**config.mk**
```make
export PLATFORM = sky130hd
export DESIGN_NAME = intersection_sequencer
export DESIGN_NICKNAME = d
export VERILOG_FILES = /design/src/rtl/intersection_sequencer.sv
export SDC_FILE = /design/constraint.sdc
export NUM_CORES = 1
export LEC_CHECK = 0
export CORE_MARGIN = 2
export CORE_UTILIZATION = 48
export CTS_CLUSTER_DIAMETER = 80
export DETAILED_ROUTE_END_ITERATION = 8
export PLACE_DENSITY = 0.77
export SYNTH_ARGS = -nofsm -noshare
export SYNTH_HDL_FRONTEND = slang
export SYNTH_SLANG_ARGS = --single-unit
```
**constraint.sdc**
```tcl
create_clock -name clk -period 1.8 [get_ports clk]
set_input_delay 0.36 -clock clk [delete_from_list [all_inputs] [get_ports clk]]
set_output_delay 0.36 -clock clk [all_outputs]
set_load 0.01 [all_outputs]
```
**src/rtl/intersection_sequencer.sv**
```systemverilog
// Four-way intersection sequencer: NS/EW right-of-way with all-red clearance and safe emergency preemption.
// Lights are a zero-latency decode of the registered state; PED_WALK_EN adds an all-red pedestrian WALK phase.
module intersection_sequencer #(
    parameter int T_LEFT   = 4,
    parameter int T_GREEN  = 10,
    parameter int T_YELLOW = 3,
`ifdef PED_WALK_EN
    parameter int T_WALK   = 6,
`endif
    parameter int T_ALLRED = 2
) (
    input  logic       clk,
    input  logic       rst,
    input  logic       emergency,
`ifdef PED_WALK_EN
    input  logic       ped_req,
    output logic       walk,
`endif
    output logic [3:0] ns_light,
    output logic [3:0] ew_light,
    output logic       all_stop
);

    localparam logic [3:0] L_LEFT   = 4'b1001;
    localparam logic [3:0] L_GREEN  = 4'b0100;
    localparam logic [3:0] L_YELLOW = 4'b0010;
    localparam logic [3:0] L_RED    = 4'b0001;

    localparam logic [4:0] C_LEFT_END   = 5'(T_LEFT - 1);
    localparam logic [4:0] C_GREEN_END  = 5'(T_GREEN - 1);
    localparam logic [4:0] C_YELLOW_END = 5'(T_YELLOW - 1);
    localparam logic [4:0] C_ALLRED_END = 5'(T_ALLRED - 1);
`ifdef PED_WALK_EN
    localparam logic [4:0] C_WALK_END   = 5'(T_WALK - 1);
`endif

    typedef enum logic [3:0] {
        ST_ALLRED,
        ST_NS_LEFT,
        ST_NS_GREEN,
        ST_NS_YELLOW,
        ST_EW_LEFT,
        ST_EW_GREEN,
        ST_EW_YELLOW,
`ifdef PED_WALK_EN
        ST_WALK,
`endif
        ST_PREEMPT
    } state_t;

    state_t     r_state;
    logic [4:0] r_cnt;
    logic       r_next_dir;
    logic       r_preempt_pending;

    state_t     w_state_nxt;
    state_t     w_left_st;
    logic [4:0] w_cnt_nxt;
    logic       w_dir_nxt;
    logic       w_pend_nxt;

`ifdef PED_WALK_EN
    logic       r_ped_pending;
`endif

    always_ff @(posedge clk or posedge rst) begin
        if (rst) begin
            r_state           <= ST_ALLRED;
            r_cnt             <= 5'd0;
            r_next_dir        <= 1'b0;
            r_preempt_pending <= 1'b0;
        end else begin
            r_state           <= w_state_nxt;
            r_cnt             <= w_cnt_nxt;
            r_next_dir        <= w_dir_nxt;
            r_preempt_pending <= w_pend_nxt;
        end
    end

`ifdef PED_WALK_EN
    // Entry into WALK consumes the request; a request seen on that same edge is dropped with it.
    always_ff @(posedge clk or posedge rst) begin
        if (rst) begin
            r_ped_pending <= 1'b0;
        end else if (w_state_nxt == ST_WALK && r_state != ST_WALK) begin
            r_ped_pending <= 1'b0;
        end else if (ped_req) begin
            r_ped_pending <= 1'b1;
        end
    end
`endif

    always_comb begin
        w_state_nxt = r_state;
        w_cnt_nxt   = r_cnt + 5'd1;
        w_dir_nxt   = r_next_dir;
        w_pend_nxt  = r_preempt_pending;
        w_left_st   = r_next_dir ? ST_EW_LEFT : ST_NS_LEFT;
        ns_light    = L_RED;
        ew_light    = L_RED;
        all_stop    = 1'b0;
`ifdef PED_WALK_EN
        walk        = 1'b0;
`endif

        case (r_state)
            ST_ALLRED: begin
                if (emergency) begin
                    w_state_nxt = ST_PREEMPT;
                end else if (r_cnt == C_ALLRED_END) begin
`ifdef PED_WALK_EN
                    if (r_ped_pending) w_state_nxt = ST_WALK;
                    else
`endif
                    w_state_nxt = w_left_st;
                end
            end
            ST_NS_LEFT: begin
                ns_light = L_LEFT;
                if (emergency) begin
                    w_state_nxt = ST_NS_YELLOW;
                    w_pend_nxt  = 1'b1;
                end else if (r_cnt == C_LEFT_END) begin
                    w_state_nxt = ST_NS_GREEN;
                end
            end
            ST_NS_GREEN: begin
                ns_light = L_GREEN;
                if (emergency) begin
                    w_state_nxt = ST_NS_YELLOW;
                    w_pend_nxt  = 1'b1;
                end else if (r_cnt == C_GREEN_END) begin
                    w_state_nxt = ST_NS_YELLOW;
                end
            end
            ST_EW_LEFT: begin
                ew_light = L_LEFT;
                if (emergency) begin
                    w_state_nxt = ST_EW_YELLOW;
                    w_pend_nxt  = 1'b1;
                end else if (r_cnt == C_LEFT_END) begin
                    w_state_nxt = ST_EW_GREEN;
                end
            end
            ST_EW_GREEN: begin
                ew_light = L_GREEN;
                if (emergency) begin
                    w_state_nxt = ST_EW_YELLOW;
                    w_pend_nxt  = 1'b1;
                end else if (r_cnt == C_GREEN_END) begin
                    w_state_nxt = ST_EW_YELLOW;
                end
            end
            // Yellow always runs to completion; an emergency only redirects where it exits to.
            ST_NS_YELLOW, ST_EW_YELLOW: begin
                if (r_state == ST_NS_YELLOW) ns_light = L_YELLOW;
                else                         ew_light = L_YELLOW;
                w_pend_nxt = r_preempt_pending | emergency;
                if (r_cnt == C_YELLOW_END) begin
                    w_dir_nxt = ~r_next_dir;
                    if (r_preempt_pending | emergency) begin
                        w_state_nxt = ST_PREEMPT;
                        w_pend_nxt  = 1'b0;
                    end else begin
                        w_state_nxt = ST_ALLRED;
                    end
                end
            end
`ifdef PED_WALK_EN
            ST_WALK: begin
                walk = 1'b1;
                if (emergency) begin
                    w_state_nxt = ST_PREEMPT;
                end else if (r_cnt == C_WALK_END) begin
                    w_state_nxt = w_left_st;
                end
            end
`endif
            ST_PREEMPT: begin
                all_stop = 1'b1;
                if (!emergency) w_state_nxt = ST_ALLRED;
            end
            default: begin
                w_state_nxt = ST_ALLRED;
            end
        endcase

        if (w_state_nxt != r_state || r_state == ST_PREEMPT) w_cnt_nxt = 5'd0;
    end

endmodule

```
## Word level (Yosys, flattened, before mapping)

Index checks and enable logic that the tools add are counted.
W data, S select, Z words.

| word-level totals | value |
|---|---|
| logic and storage cells | 51 |
| flip-flop bits (word level) | 11 |

| operators by class | value |
|---|---|
| bitwise logic cells | 2 |
| reductions and logical operators | 7 |
| add/subtract/negate cells | 1 |
| mux-type cells | 24 |
| eq/ne operators | 13 |

Operators with widths:

| kind | number |
|---|---|
| $mux W4 | 12 |
| $pmux W4 S7 | 1 |
| $pmux W4 S3 | 2 |
| $eq A4 B3 Y1 const B | 4 |
| $eq A5 B2 Y1 const B | 2 |
| $eq A4 B2 Y1 const B | 2 |
| $mux W3 | 2 |
| $add A5 B1 Y5 const B | 1 |
| $eq A5 B1 Y1 const B | 1 |
| $eq A5 B4 Y1 const B | 1 |
| $mux W5 | 1 |
| $eq A4 B1 Y1 const B | 1 |
| $logic_not A4 Y1 | 1 |
| $mux W2 | 2 |
| $ne A4 B4 Y1 | 1 |
| $reduce_and A2 Y1 | 2 |
| $reduce_or A4 Y1 | 1 |
| $mux W1 | 3 |
| $ne A2 B1 Y1 const B | 1 |
| $pmux W1 S2 | 1 |
| $reduce_bool A2 Y1 | 1 |
| $reduce_or A2 Y1 | 1 |
| $logic_or A1 B1 Y1 | 1 |
| $not A1 Y1 | 1 |
| $or A1 B1 Y1 | 1 |

## Longest topological paths before layout

Gate-level depths: netlist of run 1.

| logic depth | value |
|---|---|
| depth in word-level cells | 7 |
| mapped depth | 8 |

## Worst setup path after synthesis of run 1

Ideal clock, no wire load.

| timing | value |
|---|---|
| path kind | reg2reg |
| start | reg r_cnt[0] |
| end | reg r_cnt[2] |
| slack | -0.187 ns |
| arrival time | 1.854 ns |
| cell stages (with the launch flop) | 8 |
| cell sequence | dfrtp_1 ha_1 or4b_4 nor2_1 o22ai_1 or2_4 o31ai_4 nor3_1 |

| between the ends | value |
|---|---|
| word-level cells in the longest chain between the ends | 7 |
| elaborated cells between the ends (all ways) | 20 |
| those cells by class | add/sub (1); eq/ne (5); mux (13); reduce/logical (1) |

Ends and longest elaborated chain:

| item | RTL line | text |
|---|---|---|
| from (decl) | 52 | `logic [4:0] r_cnt;` |
| from (signal assigned) | 74 | `r_cnt <= w_cnt_nxt;` |
| $eq A5 B4 Y1 (tied with other cells) | 132, 150 |  |
| $mux W4 (on tied branches) (2 in a row) | -- |  |
| $pmux W4 S7 | 106 | `case (r_state)` |
| $ne A4 B4 Y1 | 188 | `if (w_state_nxt != r_state \|\| r_state == ST_PREEMPT) w_cnt_nxt = 5'd0;` |
| $logic_or A1 B1 Y1 | 188 |  |
| $mux W5 (*) | 188 |  |
| via w_cnt_nxt[2] | 58 | `logic [4:0] w_cnt_nxt;` |

The timed path passes the listed nets; every way through them passes the cells marked *.
A chain may end at the register's enable or synchronous reset.

## Final worst setup path of run 1

| timing | value |
|---|---|
| start | reg r_cnt[0] |
| end | reg r_cnt[0] |

The elaborated chain is that of the path after synthesis.

==> flow_summary.json, run 1 <==
{
  "yosysSeqAreaShare": 0.294,
  "portBuffers": 11,
  "layout_commonest_cell": "buf_4",
  "syn_nets": 124,
  "power.net_switching_mw": 0.649,
  "yosysTopAreaCell": "dfrtp_1",
  "synth_seq_cells": 11,
  "netlist_instances": 118,
  "cts_max_level": 1,
  "vdd_drop_max_v": 0.000898,
  "final_area_mm2": 0.00138,
  "drv_slew": 0,
  "clock_skew_ns": 0.00657,
  "hold_slack_ns": 0.368,
  "max_stage_delay_ns": 0.49,
  "via_per_inst": 5.70,
  "power_leakage_nw": 0.605,
  "hold_viol_final": 0,
  "vias": 1049,
  "clock_latency_ns": 0.27,
  "dieWidth_um": 48.2,
  "layout_min_cycle_time_ns": 2.06,
  "drt_pre_antenna_iters": 4,
  "cts.sinks": 11,
  "p_int_mw": 0.826,
  "synth_top_area_frac": 0.294,
  "remaining_drc_errors": 0,
  "crit_arrival_ns": 2.21,
  "run_status": "finished, violations left",
  "cts_made_buffers": 3,
  "grt_pass1_wl_mm": 4.35,
  "grt_setup_unrepaired": "yes",
  "reg2reg_from": "r_cnt[0]",
  "min_period_over_period": 1.14,
  "end_kind": "flop",
  "ys_types": 36,
  "seq_power_share": 0.246,
  "grt_max_degree": 16,
  "ctsHoldBuffers": 0,
  "initial_utilization": 0.525,
  "startpoint": "r_cnt[0]",
  "clk_pin_slew_worst_paths_ns": 0.08,
  "num-nets-final": 166,
  "dieHeight_um": 48.2,
  "crit_chain": "ha_2 -> or4b_4 -> nor2_4 -> o22ai_2 -> or2_4 -> o31ai_4 -> nor3_1",
  "cts_tree": "yes",
  "start_kind": "flop",
  "core_area_mm2": 0.00178,
  "cp.required_ns": 1.95,
  "cts_root_buf": "clkbuf_4",
  "antenna_left": 0,
  "p_clk_frac": 0.116,
  "hold_path_class": "primary input to asynchronous set/reset pin",
  "postRouteWirelength_mm": 2.70,
  "antenna_found_initial": 0,
  "synth_area_leaders": "dfrtp_1, nor2_1, nor3_1, ha_1, o21ai_0",
  "synth_area_per_cell_um2": 7.93,
  "fmax_ghz": 0.486,
  "r2r_cells": 7,
  "dieArea_mm2": 0.00232,
  "gr-total-overflow": 0,
  "cap_violations": 0,
  "routabilityCongestion": 0.891,
  "io-pin-count": 12,
  "fillers": 135,
  "grtUsageTotal": 0.275,
  "worstSetupPathType": "flop to flop",
  "violations": "setup timing",
  "clockBufferDepth": 2,
  "p_sw_frac": 0.440,
  "setup_viol": 6,
  "drt_iter0_markers": 44,
  "netlist_area_um2": 936,
  "hpwl_mm": 2.00,
  "ys_warn_count": 0,
  "critPathSlowestCell": "or4b_4",
  "cp_max_fo": 5,
  "setup_ws_ns": -0.256,
  "num_rows": 15,
  "area_delta_synth_final_pct": 47.7,
  "wl_per_cell_um": 14.7,
  "grt_pass1_vias": 962,
  "final_cell_mix": "buf_4, nor2_1, dfrtp_1",
  "p_comb_frac": 0.638,
  "p_per_area_mw_per_mm2": 1070,
  "drive_gt1_frac": 0.384,
  "fin_tns_setup_ns": -1.31,
  "place_area_mm2": 0.00128,
  "insertedDiodeCount": 0
}
## cell usage after synthesis
| cell | n |
|---|---|
| a21oi_1 | 6 |
| nand2b_1 | 4 |
| nor4_1 | 2 |
| o21ai_0 | 7 |
| xnor2_1 | 4 |
| nor3_1 | 9 |
| o31ai_1 | 1 |
| nand4_1 | 3 |
| or4b_4 | 1 |
| a31o_2 | 1 |
| a2111o_2 | 1 |
| o41ai_4 | 1 |
| or2_4 | 1 |
| and4bb_2 | 1 |
| dfrtp_1 | 11 |
| or3_1 | 3 |
| a21boi_0 | 1 |
| ha_1 | 3 |
| conb_1 | 1 |
| buf_2 | 3 |
| inv_1 | 8 |
| nor3b_1 | 1 |
| o22ai_1 | 1 |
| nand3_1 | 5 |
| a31oi_1 | 3 |
| nor2_1 | 16 |
| nor2b_1 | 3 |
| nor4b_4 | 1 |
| o31ai_4 | 1 |
| nor2_2 | 1 |
| nand3b_1 | 1 |
| nand2_1 | 6 |
| xor2_1 | 1 |
| clkbuf_1 | 4 |
| o21ai_1 | 1 |
| a41oi_1 | 1 |
## worst paths after layout
path / to / slack (ns)
worst min-delay path: r_cnt[0] / 0.37
worst min register to register: r_next_dir / 0.56
min in group clk: r_next_dir / 0.56
worst max register to register: r_cnt[0] / -0.26
worst max-delay path: r_cnt[0] / -0.26
max in group asynchronous: r_state[0] / 1.11
## layer usage
metal  track usage  vias up  routed length [µm]
met5             0        -                   0
met4        0.0757        0                  28
met3        0.0222        4                 168
met2         0.489       46                1380
met1         0.355      500                1120
li1              -      499                   -
## kinds of logic after synthesis
family	after synthesis	synth area share
adders and majority gates	3	0.0401
xor gates and xnor gates	5	0.0468
and+or+nand+nor	58	0.349
AOI/OAI and AO/OA	25	0.202
DFF	11	0.294
other	1	0.00401
buffers and inverters	15	0.0642
## power by group through the flow
stage	Clock, mW	Sequential (mW)	Combinational (mW)
final	0.171	0.363	0.942
after global routing	0.183	0.370	1.02
after CTS	0.169	0.364	0.862
after detailed placement	0	0.364	0.856
after global placement	0	0.361	0.832
after floorplan	0	0.348	0.525
## timing repair
action / 4_1_cts / 5_1_grt
pin swaps: 2 / 2
setup buffers: 2 / 2
cloned: 0 / 0
endpoints found under the setup margin: 15 / 12
gates resized for setup: 19 / 11
## worst max-delay path, delay by kind of cell, from the launching register on
family,cells,cell delay [ns]
simple gates,4,0.96
flops,1,0.41
compound gates,2,0.36
fa+ha+maj,1,0.20
## flip-flops by register name, summed over array words and instances, names as in the netlist
register and cells:
r_cnt 5, r_next_dir 1, r_state 4, r_preempt_pending 1
## per-stage QoR
step            util  power (mW)  setup WS (ns)  cells
6_report       0.775        1.48         -0.256    184
5_1_grt        0.775        1.57         -0.336    184
4_1_cts        0.751        1.39         -0.221    183
3_5_place_dp   0.719        1.22         -0.243    178
3_3_place_gp   0.719        1.19         -0.223    178
2_1_floorplan      -       0.873         -0.127    118
## final cells by class
cell class                 instances  area [µm²]  area share
clock buffer                       3        22.5      0.0163
sequential                        11         277       0.200
clock inverter                     1        5.00     0.00362
multi-input combinational         92         666       0.481
timing repair buffer              44         352       0.254
tap                               25        31.3      0.0226
inverter                           8        30.0      0.0217
No activity file was read; power rests on OpenSTA's default activity.
==> inputs of run 2 (changes only) <==
- CORE_UTILIZATION: 48 -> 54
- PLACE_DENSITY: 0.77 -> 0.81
- clock period: 1.8 -> 2.1 ns (I/O delays scaled with it)
==> run 2 against run 1 <==
The run still ends with setup timing left. Utilization up 5.6 points. Sequential share of layout area down 0.090 points. Combinational power down 8.4%. Sequential cell count unchanged. Critical path depth unchanged. Final cell count down 8.2%. Via count down 4.2%. Hold slack better by 0.079 ns. First-iteration DRC count down 39%. Total power down 10%. Register-to-register slack better by 0.23 ns. Critical path type unchanged. Clock skew up 0.0077 ns.
==> flow_summary.json, run 2 (same netlist as run 1, synthesis figures left out) <==
{
  "setup_viol": 3,
  "grt_pass1_wl_mm": 3.88,
  "layout_min_cycle_time_ns": 2.13,
  "start_kind": "flop",
  "core_area_mm2": 0.00167,
  "multi_input_area_um2": 703,
  "power_mw": 1.33,
  "insertedDiodeCount": 0,
  "largest-register": "r_cnt",
  "violations": "setup timing",
  "antenna_left": 0,
  "cts.sinks": 11,
  "grtUsageTotal": 0.262,
  "layout.area.seq_um2": 277,
  "end_kind": "flop",
  "vias": 1005,
  "cap_violations": 0,
  "vdd_drop_max_v": 0.000860,
  "cts_made_buffers": 3,
  "drt_pre_antenna_iters": 4,
  "worstSetupPathType": "flop to flop",
  "clock_skew_ns": 0.0143,
  "portBuffers": 11,
  "post-place-ws_ns": -0.0571,
  "reg2reg_to": "r_cnt[3]",
  "cts_max_level": 1,
  "antenna_found_initial": 0,
  "hold_slack_ns": 0.447,
  "remaining_drc_errors": 0,
  "reg2reg_slack_ns": -0.03,
  "p_comb_frac": 0.650,
  "routabilityCongestion": 0.887,
  "via_per_inst": 5.95,
  "largest_reg_flops": 5,
  "hold_viol_final": 0,
  "layout_commonest_cell": "buf_4",
  "cts_tree": "yes",
  "top_regs": "r_cnt: 5 flops, r_state: 4 flops",
  "p_per_area_mw_per_mm2": 956,
  "num-nets-final": 159,
  "hpwl_mm": 1.70,
  "final_cell_mix": "buf_4, nor2_1, dfrtp_1",
  "fmax_ghz": 0.470,
  "cp.required_ns": 2.23,
  "num_rows": 15,
  "dieWidth_um": 45.6,
  "dieArea_mm2": 0.00208,
  "final_area_mm2": 0.00139,
  "power.net_switching_mw": 0.591,
  "clock_latency_ns": 0.27,
  "run_status": "finished, violations left",
  "p_sw_frac": 0.445,
  "initial_utilization": 0.560,
  "grt_max_degree": 24,
  "p_int_mw": 0.737,
  "min_period_over_period": 1.01,
  "fillers": 110,
  "p_clk_frac": 0.111,
  "setup_ws_ns": -0.0255,
  "grt_pass1_vias": 871,
  "postRouteWirelength_mm": 2.76,
  "final_core_util": 0.831,
  "clockBufferDepth": 2,
  "gr-total-overflow": 0,
  "fin_tns_setup_ns": -0.0638,
  "grt_setup_unrepaired": "yes",
  "drive_gt1_frac": 0.368,
  "seq_power_share": 0.239,
  "drt_iter0_markers": 27,
  "dp.cells": 152,
  "cp_max_fo": 5,
  "r2r_cells": 7,
  "startpoint": "r_cnt[0]",
  "clk_pin_slew_worst_paths_ns": 0.08,
  "area_delta_synth_final_pct": 48.4,
  "reg2reg_from": "r_cnt[0]",
  "hold_path_class": "primary input to asynchronous set/reset pin",
  "dieHeight_um": 45.6,
  "place_area_mm2": 0.00113,
  "cts_root_buf": "clkbuf_4",
  "fin_cells": 169,
  "ctsHoldBuffers": 0,
  "power_leakage_nw": 0.605,
  "drv_slew": 0,
  "io-pin-count": 12,
  "crit_arrival_ns": 2.26,
  "wl_per_cell_um": 16.3
}
-- run 2: layer usage --
metal,GRT usage,share of wire
met5,0,0
met4,0.0706,0
met3,0.0357,0.046
met2,0.490,0.55
met1,0.305,0.40
-- run 2: layout make-up --
cell class / instances / share of cell area
inverters: 8 / 0.0216
multi-input cells: 92 / 0.506
clock buffers: 4 / 0.0189
repair buffers: 37 / 0.239
well taps: 17 / 0.0153
flip-flops and latches: 11 / 0.199
-- run 2: what timing repair did --
action,CTS,global route
resized for setup,7,27
pin swaps,1,11
endpoints found under the setup margin,11,9
setup buffers,3,10
gates cloned,0,0
-- run 2: how the worst max path moves through the flow --
stage | end | slack [ns]
floorplan | r_cnt[2] | 0.11
global placement | r_cnt[0] | -0.02
detailed placement | r_cnt[3] | -0.06
CTS | ew_light[0] | 0.0003
global route | r_cnt[3] | -0.19
finish | r_cnt[3] | -0.03
-- run 2: critical path, stage by stage, from the launching register on --
cell	delay [ns]
dfrtp_1	0.42
ha_2	0.20
or4b_4	0.50
nor2_4	0.10
o22ai_2	0.08
or2_4	0.26
o31ai_4	0.33
nor3_2	0.10
-- run 2: power groups by stage --
stage	clock network (mW)	registers [mW]	logic, mW
3_5_place_dp	0	0.316	0.647
3_3_place_gp	0	0.312	0.629
4_1_cts	0.149	0.315	0.684
6_report	0.147	0.317	0.863
5_1_grt	0.163	0.321	0.936
2_1_floorplan	0	0.298	0.449
==> edit (config.mk and constraints of run 2) <==
The parameter `T_GREEN` goes from 10 to 8.
--- a/src/rtl/intersection_sequencer.sv
+++ b/src/rtl/intersection_sequencer.sv
@@ -4,3 +4,3 @@
     parameter int T_LEFT   = 4,
-    parameter int T_GREEN  = 10,
+    parameter int T_GREEN  = 8,
     parameter int T_YELLOW = 3,
Formal check against the unedited RTL: same outputs for any inputs over 10 cycles, from zero or initial values and one cycle with rst high; that may be too few to reach the edited logic, so the function may still have changed.
==> edit against run 2 <==
  * The flow still finishes with violations (setup timing)
  * Final cell count is 7.1% lower
  * Cell area is 7.0% lower
  * Non-clock buffer count stayed put
  * Sequential power is 3% lower
  * Routed wire length is 17% higher
  * Die area is 5.4% lower
  * Area after synthesis is 5.9% lower
  * Sequential cell count stayed put
  * Clock skew is 14 ps lower
  * Count of clock-buffer cells in the layout stayed put
  * Power is 3.1% lower
  * Setup slack worse by 310 ps
  * Critical endpoint is now r_cnt[1]
==> edit: results <==
group,metric,value,unit
global_route,grt_max_degree,13,
route,vias,1018,
global_route,antenna_found_initial,0,
critical_path,worstPathArrival,2590,ps
clock_network,clk_latency,260,ps
synthesis,synthTopCellsByArea,"dfrtp_1 31%, nor2_1 4.7%, nor3_1 4.5%, o21ai_0 4.5%, ha_1 4.3%",
place,dp_slack,-234,ps
critical_path,crit_fanout,5,
power,vdd_drop_max,0.000796,V
place,dpl.hpwl,1980,µm
critical_path,max_stage_delay,400,ps
run_status,violations,"setup timing",
critical_path,r2r_cells,9,
power,p_leak,0.593,nW
synthesis,ys_seq_area_share,31.3,%
cells_and_area,fin_nets,148,
synthesis,syn-num-nets,115,
synthesis,ys_types,41,
global_route,grt_pass1_wl,4660,µm
synthesis,ys_warn_count,0,
run_status,status,"finished with violations",
sta,finalClockSkew,0.590,ps
clock_network,numCtsBuffers,3,
cells_and_area,largest_reg_flops,5,
critical_path,critPathSlowestCell,"dfrtp_1",
clock_network,path_clk_slew,60,ps
sta,finalSetupViolCount,5,
sta,fin_ws,-333,ps
clock_network,root_buffer,"clkbuf_4",
cells_and_area,drive_above_1_share,33.3,%
power,p_sw_share,44.0,%
critical_path,worst_path_dominant_cell_family,"compound AO/OA/AOI/OAI gates",
global_route,first_global_vias,987,
route,drtIter0Drc,61,
synthesis,yosys-top-cells-count,"11 x dfrtp_1, 11 x nor2_1, 8 x nor3_1, 8 x o21ai_0, 6 x clkbuf_1",
clock_network,cts_max_path_buffers,2,
synthesis,synth-main-ff-cell,"dfrtp_1",
route,wirelength,3240,µm
place,gp_congestion,0.968,
global_route,grtUsageTotal,33.5,%
cells_and_area,n_antenna_cell,0,
[edit: cell types whose count changed after synthesis, sizes merged, moves of 3 or more]
| cell | delta |
|---|---|
| nor2 | -6 |
| nand4 | -3 |
| or3 | -3 |
| inv | -4 |
[edit: routing by layer]
| metal | global-route usage [%] | share of wire [%] | vias up |
|---|---|---|---|
| met5 | 0 | 0 | - |
| met4 | 12.1 | 3.5 | 0 |
| met3 | 6.53 | 6.7 | 16 |
| met2 | 56.5 | 48 | 46 |
| met1 | 42.7 | 42 | 497 |
| li1 | - | - | 459 |
[edit: what timing repair did]
action | in CTS | in global routing
gates resized for setup | 15 | 10
buffers inserted | 5 | 0
pin swaps | 0 | 2
endpoints found under the setup margin | 14 | 7
hold buffers | 0 | 0
[edit: cells by family (layout without fill, tap and decap cells)]
family          Yosys count  in the layout  share of synthesized area, %
compound gates           26             26                          20.0
buf+inv                  13             45                          5.82
simple gates             50             50                          33.2
xor+xnor                  5              5                          4.97
flops                    11             11                          31.2
other cells               1              1                         0.426
fa+ha+maj                 3              3                          4.26
[edit: through the flow]
step | util, % | instances | cell area (µm²) | TNS (ps) | power (W)
2_1_floorplan | - | 109 | 883 | -136 | 0.000688
3_3_place_gp | 75.3 | 148 | 1150 | -491 | 0.000936
3_5_place_dp | 75.3 | 148 | 1150 | -1130 | 0.000963
4_1_cts | 81.6 | 157 | 1240 | -564 | 0.00119
5_1_grt | 84.7 | 157 | 1290 | -2080 | 0.00135
6_report | 84.7 | 157 | 1290 | -1530 | 0.00129
[edit: layout make-up]
class	count	area (µm²)
clock buffer	4	26.3
multi-input combinational	85	621
timing repair buffer	37	330
fill	76	233
sequential	11	279
inverter	4	15.0
tap	16	20.0
[edit: worst paths after layout]
| check | slack (ps) | start | end |
|---|---|---|---|
| max | -330 | r_cnt[1] | r_cnt[1] |
| min | 440 | rst | r_cnt[2] |
| max reg2reg | -330 | r_cnt[1] | r_cnt[1] |
| min reg2reg | 570 | r_next_dir | r_next_dir |
| max in group asynchronous | 1360 | rst | r_state[2] |
| min in group clk | 570 | r_next_dir | r_next_dir |
[edit: power by group through the flow]
stage          logic, W  registers [W]  clock network (W)
2_1_floorplan  0.000406       0.000282                  0
3_3_place_gp   0.000628       0.000308                  0
3_5_place_dp   0.000652       0.000311                  0
4_1_cts        0.000751       0.000300           0.000138
5_1_grt        0.000892       0.000312           0.000147
6_report       0.000844       0.000308           0.000135
